### config.mk
export PLATFORM = sky130hd
export DESIGN_NAME = pac_rr_sink_flat
export DESIGN_NICKNAME = d
export VERILOG_FILES = /design/src/rtl/pac_rr_sink_if.sv /design/src/rtl/pac_rr_sink.sv /design/src/flat_wrapper.sv
export SDC_FILE = /design/constraint.sdc
export NUM_CORES = 1
export LEC_CHECK = 0
export BUFFER_PORTS_ARGS = -buffer_cell sky130_fd_sc_hd__buf_2
export CORE_UTILIZATION = 50
export CTS_CLUSTER_DIAMETER = 120
export CTS_CLUSTER_SIZE = 14
export DETAILED_ROUTE_END_ITERATION = 8
export PLACE_DENSITY_LB_ADDON = 0.2
export SLEW_MARGIN = 25
export SYNTH_ARGS = -nofsm -noshare
export SYNTH_HDL_FRONTEND = slang
export SYNTH_SLANG_ARGS = --single-unit
export TNS_END_PERCENT = 1
### constraint.sdc
create_clock -name clk_i -period 4.57 [get_ports clk_i]
set_input_delay 0.457 -clock clk_i [delete_from_list [all_inputs] [get_ports clk_i]]
set_output_delay 0.457 -clock clk_i [all_outputs]
set_load 0.03 [all_outputs]
### src/rtl/pac_rr_sink_if.sv
// Handshake bundle between the weighted round-robin arbiter core and its sink.
//   src_valid_i  : arbiter has a granted beat pending
//   grant_i      : one-hot grant vector
//   grant_idx_i  : encoded grant index
//   sink_ready_o : registered ready returned by the sink
// Signal names keep the sink's point of view so they match the sink's port list.
// The arbiter side uses the master modport, the sink the slave modport.
interface pac_rr_sink_if #(
    parameter int unsigned N         = 4,
    parameter int unsigned IDX_WIDTH = 2
);
    logic                 src_valid_i;
    logic [N-1:0]         grant_i;
    logic [IDX_WIDTH-1:0] grant_idx_i;
    logic                 sink_ready_o;

    // Arbiter side: presents beats, observes ready.
    modport master (
        output src_valid_i,
        output grant_i,
        output grant_idx_i,
        input  sink_ready_o
    );

    // Sink side: observes beats, drives ready.
    modport slave (
        input  src_valid_i,
        input  grant_i,
        input  grant_idx_i,
        output sink_ready_o
    );
endinterface

### src/rtl/pac_rr_sink.sv
// Downstream responder for the weighted round-robin arbiter core.
// Drives a registered ready with a programmable backpressure profile, counts
// accepted beats per requester (saturating), keeps a short FIFO history of
// granted indices and flags source-side protocol violations.
//   clk_i, rst_ni   : clock, asynchronous active-low reset
//   bus             : valid / grant / grant index in, registered ready out
//   cfg_mode_i      : 0 always-ready, 1 never-ready, 2 pattern, 3 LFSR
//   cfg_pattern_i   : ready duty pattern used in mode 2
//   cfg_clear_i     : pulse clearing counters, errors, FIFO, pointer and LFSR
//   hist_pop_i      : pop the history FIFO head
//   hist_data_o     : history head (0 when empty), hist_empty_o, hist_ovf_o
//   cnt_o           : packed per-requester counters, requester 0 in LSBs
//   err_o           : sticky, bit0 stability violation, bit1 grant encoding
module pac_rr_sink #(
    parameter int unsigned N          = 4,
    parameter int unsigned IDX_WIDTH  = 2,
    parameter int unsigned CNT_W      = 8,
    parameter int unsigned HIST_DEPTH = 4
) (
    input  logic                 clk_i,
    input  logic                 rst_ni,
    pac_rr_sink_if.slave         bus,
    input  logic [1:0]           cfg_mode_i,
    input  logic [7:0]           cfg_pattern_i,
    input  logic                 cfg_clear_i,
    input  logic                 hist_pop_i,
    output logic [IDX_WIDTH-1:0] hist_data_o,
    output logic                 hist_empty_o,
    output logic                 hist_ovf_o,
    output logic [N*CNT_W-1:0]   cnt_o,
    output logic [1:0]           err_o
);

    localparam int unsigned PTR_W  = $clog2(HIST_DEPTH);
    localparam int unsigned FILL_W = PTR_W + 1;
    localparam int unsigned PAT_W  = 3;
    localparam int unsigned LFSR_W = 8;
    localparam logic [LFSR_W-1:0] LFSR_SEED = 8'hA5;

    typedef enum logic [1:0] {
        MODE_ALWAYS  = 2'd0,
        MODE_NEVER   = 2'd1,
        MODE_PATTERN = 2'd2,
        MODE_LFSR    = 2'd3
    } mode_e;

    // ------------------------------------------------------------------
    // Backpressure generator
    // ------------------------------------------------------------------
    mode_e             mode;
    logic              ready_q;
    logic              ready_d;
    logic [PAT_W-1:0]  ptr_q;
    logic [LFSR_W-1:0] lfsr_q;
    logic              lfsr_fb;

    assign mode    = mode_e'(cfg_mode_i);
    // Fibonacci taps 8,6,5,4 map to bits 7,5,4,3.
    assign lfsr_fb = lfsr_q[7] ^ lfsr_q[5] ^ lfsr_q[4] ^ lfsr_q[3];

    // Next ready depends only on the mode and the free-running generators.
    always_comb begin
        ready_d = 1'b0;
        unique case (mode)
            MODE_ALWAYS:  ready_d = 1'b1;
            MODE_NEVER:   ready_d = 1'b0;
            MODE_PATTERN: ready_d = cfg_pattern_i[ptr_q];
            MODE_LFSR:    ready_d = lfsr_q[0];
            default:      ready_d = 1'b0;
        endcase
    end

    // Ready register; pointer and LFSR advance every cycle in every mode.
    // A clear restarts the generators but leaves this cycle's ready update alone.
    always_ff @(posedge clk_i or negedge rst_ni) begin
        if (!rst_ni) begin
            ready_q <= 1'b0;
            ptr_q   <= '0;
            lfsr_q  <= LFSR_SEED;
        end else begin
            ready_q <= ready_d;
            if (cfg_clear_i) begin
                ptr_q  <= '0;
                lfsr_q <= LFSR_SEED;
            end else begin
                ptr_q  <= ptr_q + PAT_W'(1);
                lfsr_q <= {lfsr_q[LFSR_W-2:0], lfsr_fb};
            end
        end
    end

    assign bus.sink_ready_o = ready_q;

    // A clear in the same cycle discards the beat.
    logic accept;
    assign accept = bus.src_valid_i & ready_q & ~cfg_clear_i;

    // ------------------------------------------------------------------
    // Per-requester saturating beat counters
    // ------------------------------------------------------------------
    logic [CNT_W-1:0] cnt_q [N];

    always_ff @(posedge clk_i or negedge rst_ni) begin
        if (!rst_ni) begin
            for (int unsigned i = 0; i < N; i++) begin
                cnt_q[i] <= '0;
            end
        end else begin
            for (int unsigned i = 0; i < N; i++) begin
                if (cfg_clear_i) begin
                    cnt_q[i] <= '0;
                end else if (accept && (bus.grant_idx_i == IDX_WIDTH'(i)) &&
                             (cnt_q[i] != {CNT_W{1'b1}})) begin
                    cnt_q[i] <= cnt_q[i] + CNT_W'(1);
                end
            end
        end
    end

    // Pack counters, requester 0 in the LSBs.
    always_comb begin
        cnt_o = '0;
        for (int unsigned i = 0; i < N; i++) begin
            cnt_o[i*CNT_W +: CNT_W] = cnt_q[i];
        end
    end

    // ------------------------------------------------------------------
    // Grant history FIFO
    // ------------------------------------------------------------------
    logic [IDX_WIDTH-1:0] mem_q [HIST_DEPTH];
    logic [PTR_W-1:0]     wr_ptr_q;
    logic [PTR_W-1:0]     rd_ptr_q;
    logic [FILL_W-1:0]    fill_q;
    logic [FILL_W-1:0]    fill_d;
    logic                 fifo_full;
    logic                 fifo_empty;
    logic                 pop_en;
    logic                 push_en;
    logic                 ovf_set;
    logic                 ovf_q;

    assign fifo_full  = (fill_q == FILL_W'(HIST_DEPTH));
    assign fifo_empty = (fill_q == '0);
    // Pop on empty is ignored; a pop on a full FIFO makes room for a same-cycle push.
    assign pop_en     = hist_pop_i & ~fifo_empty & ~cfg_clear_i;
    assign push_en    = accept & (~fifo_full | pop_en);
    assign ovf_set    = accept & fifo_full & ~pop_en;

    always_comb begin
        fill_d = fill_q;
        unique case ({push_en, pop_en})
            2'b10:   fill_d = fill_q + FILL_W'(1);
            2'b01:   fill_d = fill_q - FILL_W'(1);
            default: fill_d = fill_q;
        endcase
        if (cfg_clear_i) begin
            fill_d = '0;
        end
    end

    always_ff @(posedge clk_i or negedge rst_ni) begin
        if (!rst_ni) begin
            wr_ptr_q <= '0;
            rd_ptr_q <= '0;
            fill_q   <= '0;
            ovf_q    <= 1'b0;
        end else begin
            fill_q <= fill_d;
            if (cfg_clear_i) begin
                wr_ptr_q <= '0;
                rd_ptr_q <= '0;
                ovf_q    <= 1'b0;
            end else begin
                if (push_en) begin
                    wr_ptr_q <= wr_ptr_q + PTR_W'(1);
                end
                if (pop_en) begin
                    rd_ptr_q <= rd_ptr_q + PTR_W'(1);
                end
                if (ovf_set) begin
                    ovf_q <= 1'b1;
                end
            end
        end
    end

    // Storage write port.
    always_ff @(posedge clk_i or negedge rst_ni) begin
        if (!rst_ni) begin
            for (int unsigned i = 0; i < HIST_DEPTH; i++) begin
                mem_q[i] <= '0;
            end
        end else if (push_en) begin
            mem_q[wr_ptr_q] <= bus.grant_idx_i;
        end
    end

    assign hist_data_o  = fifo_empty ? '0 : mem_q[rd_ptr_q];
    assign hist_empty_o = fifo_empty;
    assign hist_ovf_o   = ovf_q;

    // ------------------------------------------------------------------
    // Protocol checks
    // ------------------------------------------------------------------
    logic                 pend_q;
    logic [IDX_WIDTH-1:0] pend_idx_q;
    logic [N-1:0]         grant_exp;
    logic                 stab_viol;
    logic                 enc_viol;
    logic [1:0]           err_q;

    // A stalled beat must stay valid with the same index in the following cycle.
    assign stab_viol = pend_q & (~bus.src_valid_i | (bus.grant_idx_i != pend_idx_q));
    // Grant vector must be exactly the one-hot decode of the index.
    assign grant_exp = N'(1) << bus.grant_idx_i;
    assign enc_viol  = bus.src_valid_i & (bus.grant_i != grant_exp);

    always_ff @(posedge clk_i or negedge rst_ni) begin
        if (!rst_ni) begin
            pend_q     <= 1'b0;
            pend_idx_q <= '0;
            err_q      <= '0;
        end else if (cfg_clear_i) begin
            pend_q     <= 1'b0;
            pend_idx_q <= '0;
            err_q      <= '0;
        end else begin
            pend_q     <= bus.src_valid_i & ~ready_q;
            pend_idx_q <= bus.grant_idx_i;
            err_q      <= err_q | {enc_viol, stab_viol};
        end
    end

    assign err_o = err_q;

endmodule

### src/flat_wrapper.sv
// flat-port wrapper written by rule: the top's interface ports become plain ports
module pac_rr_sink_flat 
#(
    parameter int unsigned N          = 4,
    parameter int unsigned IDX_WIDTH  = 2,
    parameter int unsigned CNT_W      = 8,
    parameter int unsigned HIST_DEPTH = 4
)
  (clk_i, rst_ni, cfg_mode_i, cfg_pattern_i, cfg_clear_i, hist_pop_i, hist_data_o, hist_empty_o, hist_ovf_o, cnt_o, err_o, bus_src_valid_i, bus_grant_i, bus_grant_idx_i, bus_sink_ready_o);
  pac_rr_sink_if #(.N(N), .IDX_WIDTH(IDX_WIDTH)) bus_i ();
  input  logic clk_i;
  input  logic rst_ni;
  input  logic [1:0] cfg_mode_i;
  input  logic [7:0] cfg_pattern_i;
  input  logic cfg_clear_i;
  input  logic hist_pop_i;
  output logic [IDX_WIDTH-1:0] hist_data_o;
  output logic hist_empty_o;
  output logic hist_ovf_o;
  output logic [N*CNT_W-1:0] cnt_o;
  output logic [1:0] err_o;
  input wire logic [$bits(bus_i.src_valid_i)-1:0] bus_src_valid_i;
  input wire logic [$bits(bus_i.grant_i)-1:0] bus_grant_i;
  input wire logic [$bits(bus_i.grant_idx_i)-1:0] bus_grant_idx_i;
  output wire logic [$bits(bus_i.sink_ready_o)-1:0] bus_sink_ready_o;
  assign bus_i.src_valid_i = bus_src_valid_i;
  assign bus_i.grant_i = bus_grant_i;
  assign bus_i.grant_idx_i = bus_grant_idx_i;
  assign bus_sink_ready_o = bus_i.sink_ready_o;
  pac_rr_sink #(.N(N), .IDX_WIDTH(IDX_WIDTH), .CNT_W(CNT_W), .HIST_DEPTH(HIST_DEPTH)) u_core (.clk_i(clk_i), .rst_ni(rst_ni), .bus(bus_i), .cfg_mode_i(cfg_mode_i), .cfg_pattern_i(cfg_pattern_i), .cfg_clear_i(cfg_clear_i), .hist_pop_i(hist_pop_i), .hist_data_o(hist_data_o), .hist_empty_o(hist_empty_o), .hist_ovf_o(hist_ovf_o), .cnt_o(cnt_o), .err_o(err_o));
endmodule
==> impl_metrics.py <==
metrics = {
    "detailed_routing": {
        "drt_drc_violations_left": 4,
        "vias_per_cell": 5.93,
        "drt_iter0_markers": 97,
        "num_vias": 2768,
        "wirelength_um": 7250,
        "drt_pre_antenna_iters": 6,
        "wl_per_cell_um": 15.5,
        "drtAntennaViolNets": 0,
    },
    "clock_tree": {
        "numClockSinks": 65,
        "ctsResizeCount": 0,
        "post-cts-setup-buffer-count": 0,
        "path_clk_slew_ns": 0.07,
        "clk_path_buf_depth": 2,
        "clk_latency_ns": 0.33,
        "cts_root_buffer": "clkbuf_8",
        "cts_tree": "yes",
        "cts.htree.levels": 3,
        "hold_bufs_inserted_after_cts": 0,
        "numCtsBuffers": 9,
    },
    "setup_path": {
        "critPathSlowestCell": "o31ai_1",
        "timing_worst_setup_path_type": "reg -> reg",
        "critical_path_buf_inv_count": 1,
        "worstPathCellList": "o31ai_1 > a21oi_1 > and2_1 > fa_1 > inv_1 > o21ai_0 > a31o_2 > a31oi_1",
        "path_max_fanout": 8,
        "cp_data_required_time_ns": 4.82,
        "crit_arrival_ns": 2.75,
        "endpoint_kind": "flip-flop",
        "dominant_delay_contributor_by_cell_family_on_the_critical_path": "compound AO/OA/AOI/OAI gates",
        "setup.worst_path.start_class": "flip-flop",
        "max_stage_delay_ns": 0.58,
    },
    "die": {
        "number_of_top_level_design_ports": 60,
        "start_util_pct": 52.8,
        "die-area_sq_um": 7200,
        "core.rowCount": 29,
        "die_height_um": 84.8,
        "placeable_core_region_sq_um": 6490,
        "floorplan.die.width_um": 84.8,
    },
    "power": {
        "p_per_area_nw_per_um2": 327,
        "ir_worst_vdd_mv": 0.145,
        "leakage_nw": 1.82,
    },
    "global_routing": {
        "grt_antenna_before_repair": 0,
        "global_route.overflow_total": 0,
        "grt_usage_pct": 21.7,
        "grt_start_max_net_pins": 51,
        "grt_pass1_vias": 2647,
        "grt_first_pass_wirelength_um": 12300,
    },
    "place": {
        "port_buffers": 59,
        "globalplace.congestion": 0.799,
        "final_hpwl_from_detailed_placement_um": 4870,
        "placed_instances": 452,
    },
    "synthesis": {
        "synthesis.nets": 359,
        "synthArstFlopShare_pct": 100,
        "synth_top_cells_by_area": "dfrtp_1, ha_1, dfstp_2",
        "ys_dominant_reg_cell": "dfrtp_1",
        "netlist_area_sq_um": 3430,
        "syn_avg_cell_area_sq_um": 10.5,
        "synth_seq_area_share_pct": 47.6,
        "netlist.area_leader.share_pct": 44.5,
        "number_of_flops_mapped_to_enable_cells_by_yosys": 0,
        "synth_commonest_cells": "dfrtp_1, nor2_1, nand2_1",
        "yosys_warnings": 0,
        "synth_area_leader_cell": "dfrtp_1",
        "post_synth_inst_count": 328,
        "synth.distinct_cells": 54,
        "yosys.cell_count.top_type": "dfrtp_1",
        "ys_ff_latch": 65,
    },
    "sta": {
        "setup_repair_after_global_routing_missed_its_margin": "no",
        "setup_tns_ns": 0,
        "worst_hold_slack_ns": 0.132,
        "post-route-period-util_pct": 54.8,
        "max_clock_freq_mhz": 400,
        "finalSetupViolCount": 0,
        "tightestPinTransition_ns": 0.769,
        "relSlewSlack_pct": 48.0,
        "period_needed_ns": 2.50,
        "fin_skew_ns": 0.00910,
        "final-max-slew-violation-count": 0,
        "final-hold-violation-count": 0,
    },
    "finish": {
        "synthToLayoutAreaGrowth_pct": 14.4,
        "final_cells": 467,
        "regArea_sq_um": 1630,
        "multiInputGateArea_sq_um": 1690,
        "drive_gt1_share_pct": 26.7,
        "filler_cell_count": 578,
        "design.final.nets": 417,
        "antenna_cells_inserted": 0,
    },
    "run_status": {
        "violations_in_the_final_reports": "DRC",
        "status": "finished, violations left",
    },
    "min_path": {
        "type_of_the_tightest_min_delay_check": "in -> async",
    },
    "job": {
        "timing.max_cap.violations": 0,
    },
}
per-layer routing:
metal	up-vias	wire length, um	GRT usage [%]
met5	-	0	0
met4	0	78	7.55
met3	7	250	5.93
met2	61	3520	35.6
met1	1370	3400	27.9
li1	1330	-	-
worst paths after layout:
kind / start / to / slack, ns / cells past startpoint
hold / removal: rst_ni / u_core.rd_ptr_q[0] / 0.13 / 1
setup reg to reg: u_core.fill_q[0] / u_core.fill_q[2] / 2.07 / 8
setup / recovery: u_core.fill_q[0] / u_core.fill_q[2] / 2.07 / 8
max in group asynchronous: rst_ni / u_core.lfsr_q[7] / 3.50 / 2
hold reg to reg: u_core.lfsr_q[1] / u_core.lfsr_q[2] / 0.43 / 1
min in group clk_i: cfg_mode_i[1] / u_core.bus.sink_ready_o / 0.33 / 2
final cells by class:
| class | count | share of cell area [%] |
|---|---|---|
| Inverter | 8 | 0.765 |
| Clock inverter | 4 | 0.510 |
| Timing Repair Buffer | 61 | 7.91 |
| Multi-Input combinational cell | 241 | 43.2 |
| Clock buffer | 11 | 3.60 |
| Sequential cell | 65 | 41.6 |
| Tap cell | 77 | 2.46 |
stage by stage:
step | util (%) | total power [mW] | instance area [sq um] | setup WS, ns
after CTS | 60.4 | 1.30 | 3920 | 2.09
after global placement | 57.9 | 0.877 | 3760 | 2.24
after floorplan | - | 0.820 | 3430 | 2.33
final | 60.4 | 1.28 | 3920 | 2.07
after detailed placement | 57.9 | 0.883 | 3760 | 2.12
after global routing | 60.4 | 1.36 | 3920 | 1.88
where the power goes:
group / total, mW / internal [mW] / switching (mW)
registers: 0.663 / 0.622 / 0.0413
logic: 0.209 / 0.0946 / 0.115
clock network: 0.412 / 0.205 / 0.207
placed cells by master, fill, tap and decap left out, types with 3 or more instances in the layout:
master | Yosys | layout
buf_2 | 0 | 59
mux2_2 | 9 | 9
dfstp_2 | 4 | 4
mux4_2 | 4 | 4
xor2_1 | 3 | 3
nor2b_1 | 12 | 12
nand4_1 | 5 | 5
o311ai_0 | 3 | 3
a211oi_1 | 4 | 4
o41ai_1 | 3 | 3
o31ai_1 | 6 | 6
or2_2 | 4 | 4
xnor2_1 | 8 | 8
nand3_1 | 19 | 19
inv_1 | 8 | 8
clkinv_2 | 0 | 4
and3_1 | 4 | 4
nor2_1 | 27 | 27
or4_1 | 11 | 11
ha_1 | 9 | 9
nand2_1 | 23 | 23
o21ai_0 | 10 | 10
mux2i_1 | 8 | 8
dfrtp_1 | 61 | 61
a31oi_1 | 7 | 7
a21oi_1 | 19 | 19
nor3_1 | 7 | 7
clkbuf_8 | 0 | 10
nor3b_1 | 3 | 3
cell families after synthesis:
| logic type | count (synthesis) | synth area share (%) |
|---|---|---|
| fa+ha+maj | 10 | 3.87 |
| buf+inv | 22 | 3.06 |
| simple gates | 136 | 22.6 |
| flops | 65 | 47.6 |
| mux | 21 | 7.91 |
| xor+xnor | 11 | 2.81 |
| compound gates | 63 | 12.2 |
state kept, by name (all words and copies together), names as in the netlist:
name	cells
u_core.bus.sink_ready_o	1
u_core.cnt_o	32
u_core.lfsr_q	8
u_core.rd_ptr_q	2
u_core.ptr_q	3
u_core.pend_q	1
u_core.hist_ovf_o	1
u_core.err_o	2
u_core.mem_q	8
u_core.wr_ptr_q	2
u_core.fill_q	3
u_core.pend_idx_q	2
worst reg2reg max path, stage by stage (launching register included):
cell and delay [ns]:
dfrtp_1 0.47, o31ai_1 0.58, a21oi_1 0.15, and2_1 0.22
fa_1 0.47, inv_1 0.09, o21ai_0 0.09, a31o_2 0.22
a31oi_1 0.12
(Power assumes the default switching activity.)
